<file path="src/rtl/fpu_cmp_unit_if.sv">
// Handshake and operand/result bundle for the single-precision compare/min/max/classify unit.
// The driver side uses the master modport and the compute unit uses the slave modport.
interface fpu_cmp_unit_if;
   logic        ap_start;
   logic        ap_done;
   logic        ap_idle;
   logic        ap_ready;
   logic [31:0] val_rs1;
   logic [31:0] val_rs2;
   logic [31:0] val_funct7;
   logic [31:0] val_funct3;
   logic [31:0] agg_result_rd_f;
   logic        agg_result_rd_f_ap_vld;
   logic [31:0] agg_result_rd_i;
   logic        agg_result_rd_i_ap_vld;
   logic        agg_result_f;
   logic        agg_result_f_ap_vld;

   modport master (
      output ap_start, val_rs1, val_rs2, val_funct7, val_funct3,
      input  ap_done, ap_idle, ap_ready,
      input  agg_result_rd_f, agg_result_rd_f_ap_vld,
      input  agg_result_rd_i, agg_result_rd_i_ap_vld,
      input  agg_result_f, agg_result_f_ap_vld
   );

   modport slave (
      input  ap_start, val_rs1, val_rs2, val_funct7, val_funct3,
      output ap_done, ap_idle, ap_ready,
      output agg_result_rd_f, agg_result_rd_f_ap_vld,
      output agg_result_rd_i, agg_result_rd_i_ap_vld,
      output agg_result_f, agg_result_f_ap_vld
   );
endinterface

</file>
<file path="src/rtl/fpu_cmp_unit.sv">
// Single-precision FMIN/FMAX, sign injection, FEQ/FLT/FLE and FCLASS unit.
// Runs a three-state IDLE/CALC/DONE handshake; results hold until the next completion.
module fpu_cmp_unit (
   input  logic          ap_clk,
   input  logic          ap_rst_n,
   fpu_cmp_unit_if.slave bus
);

   typedef enum logic [1:0] {
      IDLE = 2'd0,
      CALC = 2'd1,
      DONE = 2'd2
   } state_t;

   localparam logic [31:0] CANON_NAN = 32'h7FC0_0000;

   state_t      state_q, state_d;
   logic [31:0] rs1_q, rs2_q;
   logic [6:0]  f7_q;
   logic [2:0]  f3_q;
   logic [31:0] rd_f_q, rd_i_q;
   logic        nv_q, vld_f_q, vld_i_q, vld_nv_q;

   logic [31:0] res_f_s, res_i_s;
   logic        nv_s, upd_f_s, upd_i_s, vld_f_s, vld_i_s, bad_s;
   logic        a_nan_s, b_nan_s, a_snan_s, b_snan_s;
   logic        both_zero_s, lt_s, eq_s, sign_s;
   logic [9:0]  class_s;

   function automatic logic is_nan(input logic [31:0] x);
      return (x[30:23] == 8'hFF) && (x[22:0] != 23'd0);
   endfunction

   function automatic logic is_snan(input logic [31:0] x);
      return is_nan(x) && !x[22];
   endfunction

   function automatic logic is_zero(input logic [31:0] x);
      return x[30:0] == 31'd0;
   endfunction

   // Total-order less-than on non-NaN operands; -0 sorts below +0.
   function automatic logic lt_total(input logic [31:0] a, input logic [31:0] b);
      logic r;
      if (a[31] != b[31]) begin
         r = a[31];
      end else if (a[31]) begin
         r = a[30:0] > b[30:0];
      end else begin
         r = a[30:0] < b[30:0];
      end
      return r;
   endfunction

   // State register.
   always_ff @(posedge ap_clk or negedge ap_rst_n) begin
      if (!ap_rst_n) begin
         state_q <= IDLE;
      end else begin
         state_q <= state_d;
      end
   end

   // Next-state decode.
   always_comb begin
      state_d = state_q;
      case (state_q)
         IDLE:    state_d = bus.ap_start ? CALC : IDLE;
         CALC:    state_d = DONE;
         DONE:    state_d = IDLE;
         default: state_d = IDLE;
      endcase
   end

   // Operand capture on acceptance; later input changes are ignored.
   always_ff @(posedge ap_clk or negedge ap_rst_n) begin
      if (!ap_rst_n) begin
         rs1_q <= 32'd0;
         rs2_q <= 32'd0;
         f7_q  <= 7'd0;
         f3_q  <= 3'd0;
      end else if ((state_q == IDLE) && bus.ap_start) begin
         rs1_q <= bus.val_rs1;
         rs2_q <= bus.val_rs2;
         f7_q  <= bus.val_funct7[6:0];
         f3_q  <= bus.val_funct3[2:0];
      end else begin
         rs1_q <= rs1_q;
         rs2_q <= rs2_q;
         f7_q  <= f7_q;
         f3_q  <= f3_q;
      end
   end

   // Operand classification shared by all operations.
   always_comb begin
      a_nan_s     = is_nan(rs1_q);
      b_nan_s     = is_nan(rs2_q);
      a_snan_s    = is_snan(rs1_q);
      b_snan_s    = is_snan(rs2_q);
      both_zero_s = is_zero(rs1_q) && is_zero(rs2_q);
      lt_s        = lt_total(rs1_q, rs2_q);
      eq_s        = (rs1_q == rs2_q) || both_zero_s;
      class_s     = {a_nan_s && rs1_q[22],
                     a_snan_s,
                     !rs1_q[31] && (rs1_q[30:23] == 8'hFF) && (rs1_q[22:0] == 23'd0),
                     !rs1_q[31] && (rs1_q[30:23] != 8'hFF) && (rs1_q[30:23] != 8'h00),
                     !rs1_q[31] && (rs1_q[30:23] == 8'h00) && (rs1_q[22:0] != 23'd0),
                     !rs1_q[31] && is_zero(rs1_q),
                      rs1_q[31] && is_zero(rs1_q),
                      rs1_q[31] && (rs1_q[30:23] == 8'h00) && (rs1_q[22:0] != 23'd0),
                      rs1_q[31] && (rs1_q[30:23] != 8'hFF) && (rs1_q[30:23] != 8'h00),
                      rs1_q[31] && (rs1_q[30:23] == 8'hFF) && (rs1_q[22:0] == 23'd0)};
   end

   // Operation decode and result computation.
   always_comb begin
      res_f_s = 32'd0;
      res_i_s = 32'd0;
      nv_s    = 1'b0;
      upd_f_s = 1'b0;
      upd_i_s = 1'b0;
      vld_f_s = 1'b0;
      vld_i_s = 1'b0;
      bad_s   = 1'b1;
      sign_s  = 1'b0;
      case (f7_q)
         7'h14: begin
            if (f3_q <= 3'd1) begin
               bad_s   = 1'b0;
               upd_f_s = 1'b1;
               vld_f_s = 1'b1;
               nv_s    = a_snan_s || b_snan_s;
               if (a_nan_s && b_nan_s) begin
                  res_f_s = CANON_NAN;
               end else if (a_nan_s) begin
                  res_f_s = rs2_q;
               end else if (b_nan_s) begin
                  res_f_s = rs1_q;
               end else if (f3_q == 3'd0) begin
                  res_f_s = lt_s ? rs1_q : rs2_q;
               end else begin
                  res_f_s = lt_s ? rs2_q : rs1_q;
               end
            end else begin
               bad_s = 1'b1;
            end
         end
         7'h10: begin
            if (f3_q <= 3'd2) begin
               bad_s   = 1'b0;
               upd_f_s = 1'b1;
               vld_f_s = 1'b1;
               case (f3_q)
                  3'd0:    sign_s = rs2_q[31];
                  3'd1:    sign_s = ~rs2_q[31];
                  default: sign_s = rs1_q[31] ^ rs2_q[31];
               endcase
               res_f_s = {sign_s, rs1_q[30:0]};
            end else begin
               bad_s = 1'b1;
            end
         end
         7'h50: begin
            if (f3_q <= 3'd2) begin
               bad_s   = 1'b0;
               upd_i_s = 1'b1;
               vld_i_s = 1'b1;
               case (f3_q)
                  3'd2: begin
                     nv_s    = a_snan_s || b_snan_s;
                     res_i_s = {31'd0, !a_nan_s && !b_nan_s && eq_s};
                  end
                  3'd1: begin
                     nv_s    = a_nan_s || b_nan_s;
                     res_i_s = {31'd0, !a_nan_s && !b_nan_s && lt_s && !both_zero_s};
                  end
                  default: begin
                     nv_s    = a_nan_s || b_nan_s;
                     res_i_s = {31'd0, !a_nan_s && !b_nan_s && ((lt_s && !both_zero_s) || eq_s)};
                  end
               endcase
            end else begin
               bad_s = 1'b1;
            end
         end
         7'h70: begin
            if (f3_q == 3'd1) begin
               bad_s   = 1'b0;
               upd_i_s = 1'b1;
               vld_i_s = 1'b1;
               res_i_s = {22'd0, class_s};
            end else begin
               bad_s = 1'b1;
            end
         end
         default: bad_s = 1'b1;
      endcase
      // Unsupported encodings clear both results and flag NV without a result valid.
      if (bad_s) begin
         res_f_s = 32'd0;
         res_i_s = 32'd0;
         nv_s    = 1'b1;
         upd_f_s = 1'b1;
         upd_i_s = 1'b1;
         vld_f_s = 1'b0;
         vld_i_s = 1'b0;
      end else begin
         sign_s = sign_s;
      end
   end

   // Result and valid registers; written on the CALC->DONE edge, held otherwise.
   always_ff @(posedge ap_clk or negedge ap_rst_n) begin
      if (!ap_rst_n) begin
         rd_f_q   <= 32'd0;
         rd_i_q   <= 32'd0;
         nv_q     <= 1'b0;
         vld_f_q  <= 1'b0;
         vld_i_q  <= 1'b0;
         vld_nv_q <= 1'b0;
      end else if (state_q == CALC) begin
         rd_f_q   <= upd_f_s ? res_f_s : rd_f_q;
         rd_i_q   <= upd_i_s ? res_i_s : rd_i_q;
         nv_q     <= nv_s;
         vld_f_q  <= vld_f_s;
         vld_i_q  <= vld_i_s;
         vld_nv_q <= 1'b1;
      end else begin
         vld_f_q  <= 1'b0;
         vld_i_q  <= 1'b0;
         vld_nv_q <= 1'b0;
      end
   end

   assign bus.ap_idle                = (state_q == IDLE);
   assign bus.ap_ready               = (state_q == IDLE) && bus.ap_start && ap_rst_n;
   assign bus.ap_done                = (state_q == DONE);
   assign bus.agg_result_rd_f        = rd_f_q;
   assign bus.agg_result_rd_f_ap_vld = vld_f_q;
   assign bus.agg_result_rd_i        = rd_i_q;
   assign bus.agg_result_rd_i_ap_vld = vld_i_q;
   assign bus.agg_result_f           = nv_q;
   assign bus.agg_result_f_ap_vld    = vld_nv_q;

endmodule

</file>
<file path="src/flat_wrapper.sv">
// flat-port wrapper written by rule: the top's interface ports become plain ports
module fpu_cmp_unit_flat 
  (ap_clk, ap_rst_n, bus_ap_start, bus_val_rs1, bus_val_rs2, bus_val_funct7, bus_val_funct3, bus_ap_done, bus_ap_idle, bus_ap_ready, bus_agg_result_rd_f, bus_agg_result_rd_f_ap_vld, bus_agg_result_rd_i, bus_agg_result_rd_i_ap_vld, bus_agg_result_f, bus_agg_result_f_ap_vld);
  fpu_cmp_unit_if bus_i ();
  input  logic ap_clk;
  input  logic ap_rst_n;
  input wire logic [$bits(bus_i.ap_start)-1:0] bus_ap_start;
  input wire logic [$bits(bus_i.val_rs1)-1:0] bus_val_rs1;
  input wire logic [$bits(bus_i.val_rs2)-1:0] bus_val_rs2;
  input wire logic [$bits(bus_i.val_funct7)-1:0] bus_val_funct7;
  input wire logic [$bits(bus_i.val_funct3)-1:0] bus_val_funct3;
  output wire logic [$bits(bus_i.ap_done)-1:0] bus_ap_done;
  output wire logic [$bits(bus_i.ap_idle)-1:0] bus_ap_idle;
  output wire logic [$bits(bus_i.ap_ready)-1:0] bus_ap_ready;
  output wire logic [$bits(bus_i.agg_result_rd_f)-1:0] bus_agg_result_rd_f;
  output wire logic [$bits(bus_i.agg_result_rd_f_ap_vld)-1:0] bus_agg_result_rd_f_ap_vld;
  output wire logic [$bits(bus_i.agg_result_rd_i)-1:0] bus_agg_result_rd_i;
  output wire logic [$bits(bus_i.agg_result_rd_i_ap_vld)-1:0] bus_agg_result_rd_i_ap_vld;
  output wire logic [$bits(bus_i.agg_result_f)-1:0] bus_agg_result_f;
  output wire logic [$bits(bus_i.agg_result_f_ap_vld)-1:0] bus_agg_result_f_ap_vld;
  assign bus_i.ap_start = bus_ap_start;
  assign bus_i.val_rs1 = bus_val_rs1;
  assign bus_i.val_rs2 = bus_val_rs2;
  assign bus_i.val_funct7 = bus_val_funct7;
  assign bus_i.val_funct3 = bus_val_funct3;
  assign bus_ap_done = bus_i.ap_done;
  assign bus_ap_idle = bus_i.ap_idle;
  assign bus_ap_ready = bus_i.ap_ready;
  assign bus_agg_result_rd_f = bus_i.agg_result_rd_f;
  assign bus_agg_result_rd_f_ap_vld = bus_i.agg_result_rd_f_ap_vld;
  assign bus_agg_result_rd_i = bus_i.agg_result_rd_i;
  assign bus_agg_result_rd_i_ap_vld = bus_i.agg_result_rd_i_ap_vld;
  assign bus_agg_result_f = bus_i.agg_result_f;
  assign bus_agg_result_f_ap_vld = bus_i.agg_result_f_ap_vld;
  fpu_cmp_unit u_core (.ap_clk(ap_clk), .ap_rst_n(ap_rst_n), .bus(bus_i));
endmodule
</file>
<file path="config.mk">
export PLATFORM = sky130hd
export DESIGN_NAME = fpu_cmp_unit_flat
export DESIGN_NICKNAME = d
export VERILOG_FILES = /design/src/rtl/fpu_cmp_unit_if.sv /design/src/rtl/fpu_cmp_unit.sv /design/src/flat_wrapper.sv
export SDC_FILE = /design/constraint.sdc
export NUM_CORES = 1
export LEC_CHECK = 0
export BUFFER_PORTS_ARGS = -buffer_cell sky130_fd_sc_hd__buf_2
export CORE_MARGIN = 5
export CORE_UTILIZATION = 40
export DETAILED_ROUTE_END_ITERATION = 10
export PLACE_DENSITY = 0.65
export SYNTH_ARGS = -nofsm -noshare
export SYNTH_HDL_FRONTEND = slang
export SYNTH_SLANG_ARGS = --single-unit
</file>
<file path="constraint.sdc">
create_clock -name ap_clk -period 3.5 [get_ports ap_clk]
set_input_delay 0.7 -clock ap_clk [delete_from_list [all_inputs] [get_ports ap_clk]]
set_output_delay 0.7 -clock ap_clk [all_outputs]
set_load 0.01 [all_outputs]
</file>
==> results.toml <==
[floorplan]
core_um2 = 15310
io_pins = 202
start_util = 0.4102
dieArea_um2 = 18310
die_height_um = 135.3
die_w_um = 135.3
rows = 45

[logic_synthesis]
netlist_top_cells_count = "dfrtp_1 (121), nand2_1 (68), o21ai_0 (47)"
synth-xor-area-share = 0.001394
synthSimpleGateAreaFrac = 0.1579
synth.distinct_cells = 59
ys_ff_latch = 121
synth_mux_area_frac = 0.07508
ys_async_sr_fraction = 1.000
ys_seq_area_frac = 0.4820
synth_edf_count = 0
synth_top_family_by_area = "simple AND/OR/NAND/NOR gates"
yosysMostFrequentCell = "dfrtp_1"
synth_area_leaders = "dfrtp_1 (48%), mux2_2 (7.3%), ha_1 (6.6%)"
synth_compound_area_frac = 0.1464
synth_flop_cell = "dfrtp_1"
synth_top_area_frac = 0.4820
ys_warn_count = 0
syn_area_um2 = 6282
syn_area_per_cell_um2 = 10.42
synth_fa_ha_area_frac = 0.06572
synth_cells = 603
synth_area_leader_cell = "dfrtp_1"

[sta]
setup_viol = 0
fin_crit_sh = 0.9481
rsz0062_at_grt = "false"
post-route-min-period_ns = 3.318
timing.fmax_mhz = 301.4
slew_headroom = 0.3285
finalClockSkew_ns = 0.009378
finalMaxSlewViolations = 0
hold_viol = 0
worstMarginPinSlew_ns = 1.007
setup_tns_ns = 0

[global_route]
grt_pass1_wl_mm = 27.57
grt_overflow_total = 0
antenna_found_initial = 0
first_global_vias = 5372
grtUsageTotal = 0.1926
grt_max_degree = 80

[finish]
drive_gt1_frac = 0.3024
nNetsFinal = 896
areaGrowthSynthToFinish_pct = 22.70
antenna_cells = 0
fin_area_um2 = 7709

[job]
drv_cap = 0

[power_and_ir_drop]
powerDensity_nw_per_um2 = 624.5
leakage_nw = 3.668
ir_worst_vdd_uv = 345.7

[status]
status = "completed"

[clocking]
cts.clk_slew.worst_paths_ns = 0.06
cts_tree = "built"
htreeDepth = 4
cts_resized = 0
clockRootBuffer = "clkbuf_16"
cts.path.max_buffers = 2
cts_buffers = 17
clk-insertion-delay-late_ns = 0.41
clock-sinks = 121

[route]
firstDrtPassIters = 4
wl_mm = 17.53
viasPerCell = 5.532
antenna_left = 0
wire_per_inst_um = 18.35
num_vias = 5283
drc = 0
drt_iter0_drc = 279

[hold_path]
hold_class = "input port to asynchronous set/reset pin"

[placed_design]
finalWeightedCongestion = 0.9136
port_buffers = 125
dp_hpwl_mm = 13.00
place_area_um2 = 7114

[setup_path]
path_class = "register to register"
crit_fanout = 15
cp-end-kind = "register"
cp-start-kind = "register"
cp_data_arrival_time_ns = 3.61
crit_required_ns = 3.79
setup.worst_path.start = "u_core.rs2_q[22]"
reg2reg_from = "u_core.rs2_q[22]"
-- report_power, final --
group	leakage, nW	internal (mW)	switching (mW)
sequential	1.53	1.62	0.258
combinational	1.84	0.503	0.684
clock	0.290	1.15	0.604
total	3.67	3.27	1.55
-- metrics by stage --
| stage | power [mW] | hold slack, ns | utilization | instances | setup slack, ns |
|---|---|---|---|---|---|
| 6_report | 4.814 | 0.3756 | 0.5034 | 955 | 0.1818 |
| 2_1_floorplan | 2.636 | 0.4044 | - | 624 | 0.7416 |
| 3_5_place_dp | 3.055 | 0.4629 | 0.4645 | 923 | 0.2399 |
| 5_1_grt | 5.075 | 0.4209 | 0.5034 | 955 | 0.01449 |
| 4_1_cts | 4.825 | 0.3883 | 0.5029 | 954 | 0.1945 |
| 3_3_place_gp | 3.005 | 0.4578 | 0.4645 | 923 | 0.2469 |
-- logic make-up after synthesis --
logic type	Yosys count
buffers and inverters	92
AOI/OAI and AO/OA	127
other	1
DFF	121
adders and majority gates	33
and+or+nand+nor	186
muxes	42
xor gates and xnor gates	1
-- path summary, 6_finish.rpt --
check / endpoint / slack, ns / cells past startpoint
min in group ap_clk: u_core.bus.agg_result_rd_i[9] / 0.47 / 2
max in group asynchronous: u_core.bus.agg_result_rd_f[2] / 2.27 / 2
worst max register to register: u_core.bus.agg_result_rd_f[12] / 0.18 / 11
worst max-delay path: u_core.bus.agg_result_rd_f[12] / 0.18 / 11
worst min-delay path: u_core.rs1_q[22] / 0.38 / 2
worst min register to register: u_core.bus.agg_result_rd_i[9] / 0.47 / 2
-- repair_timing --
action                     CTS  global route
setup endpoints to repair    0             3
buffers inserted             0             1
hold buffers                 0             0
-- registers in the layout, indices dropped and copies added, names as in the netlist --
name,count
u_core.rs1_q,32
u_core.bus.agg_result_rd_f,32
u_core.bus.agg_result_f,1
u_core.state_q,2
u_core.f3_q,3
u_core.rs2_q,32
u_core.bus.agg_result_rd_i,10
u_core.bus.agg_result_rd_f_ap_vld,1
u_core.bus.agg_result_rd_i_ap_vld,1
u_core.f7_q,7
-- routing by layer --
metal  wire length, µm  up-vias  GRT usage
met1              7816     2604     0.2530
met2              8090      219     0.3012
li1                  -     2429          -
met4               412        0    0.07503
met3              1209       31    0.05572
met5                 0        -          0
-- critical path: stages, from the launching register on --
cell	delay, ns
dfrtp_1	0.43
inv_1	0.11
ha_1	0.32
nand4_1	0.17
nor4_1	0.39
buf_4	0.19
a21boi_1	0.22
or3_1	0.30
and4_1	0.36
o31ai_4	0.10
buf_4	0.21
a221o_1	0.37
-- cells in the final DEF, fill, tap and decap left out, types with 8 or more instances in the layout --
master and n:
buf_2 124, dfrtp_1 121, nand2_1 68, o21ai_0 47, mux2_2 41, inv_1 39
nor4_1 35, ha_1 33, a221o_1 30, conb_1 22, clkbuf_16 17, nand4_1 16
nor2_1 15, a21oi_1 15, buf_4 15, nor3_1 8, nand3_1 8, a22o_1 8
-- area by class of cell --
class	count	area [µm²]
Fill cell	1423	7606
Sequential cell	121	3028
Multi-Input combinational cell	411	2890
Timing Repair Buffer	142	793.3
Clock buffer	22	464.2
Tap cell	211	264.0
Inverter	39	146.4
Clock inverter	9	122.6
Power figures use the tool's default switching activity.
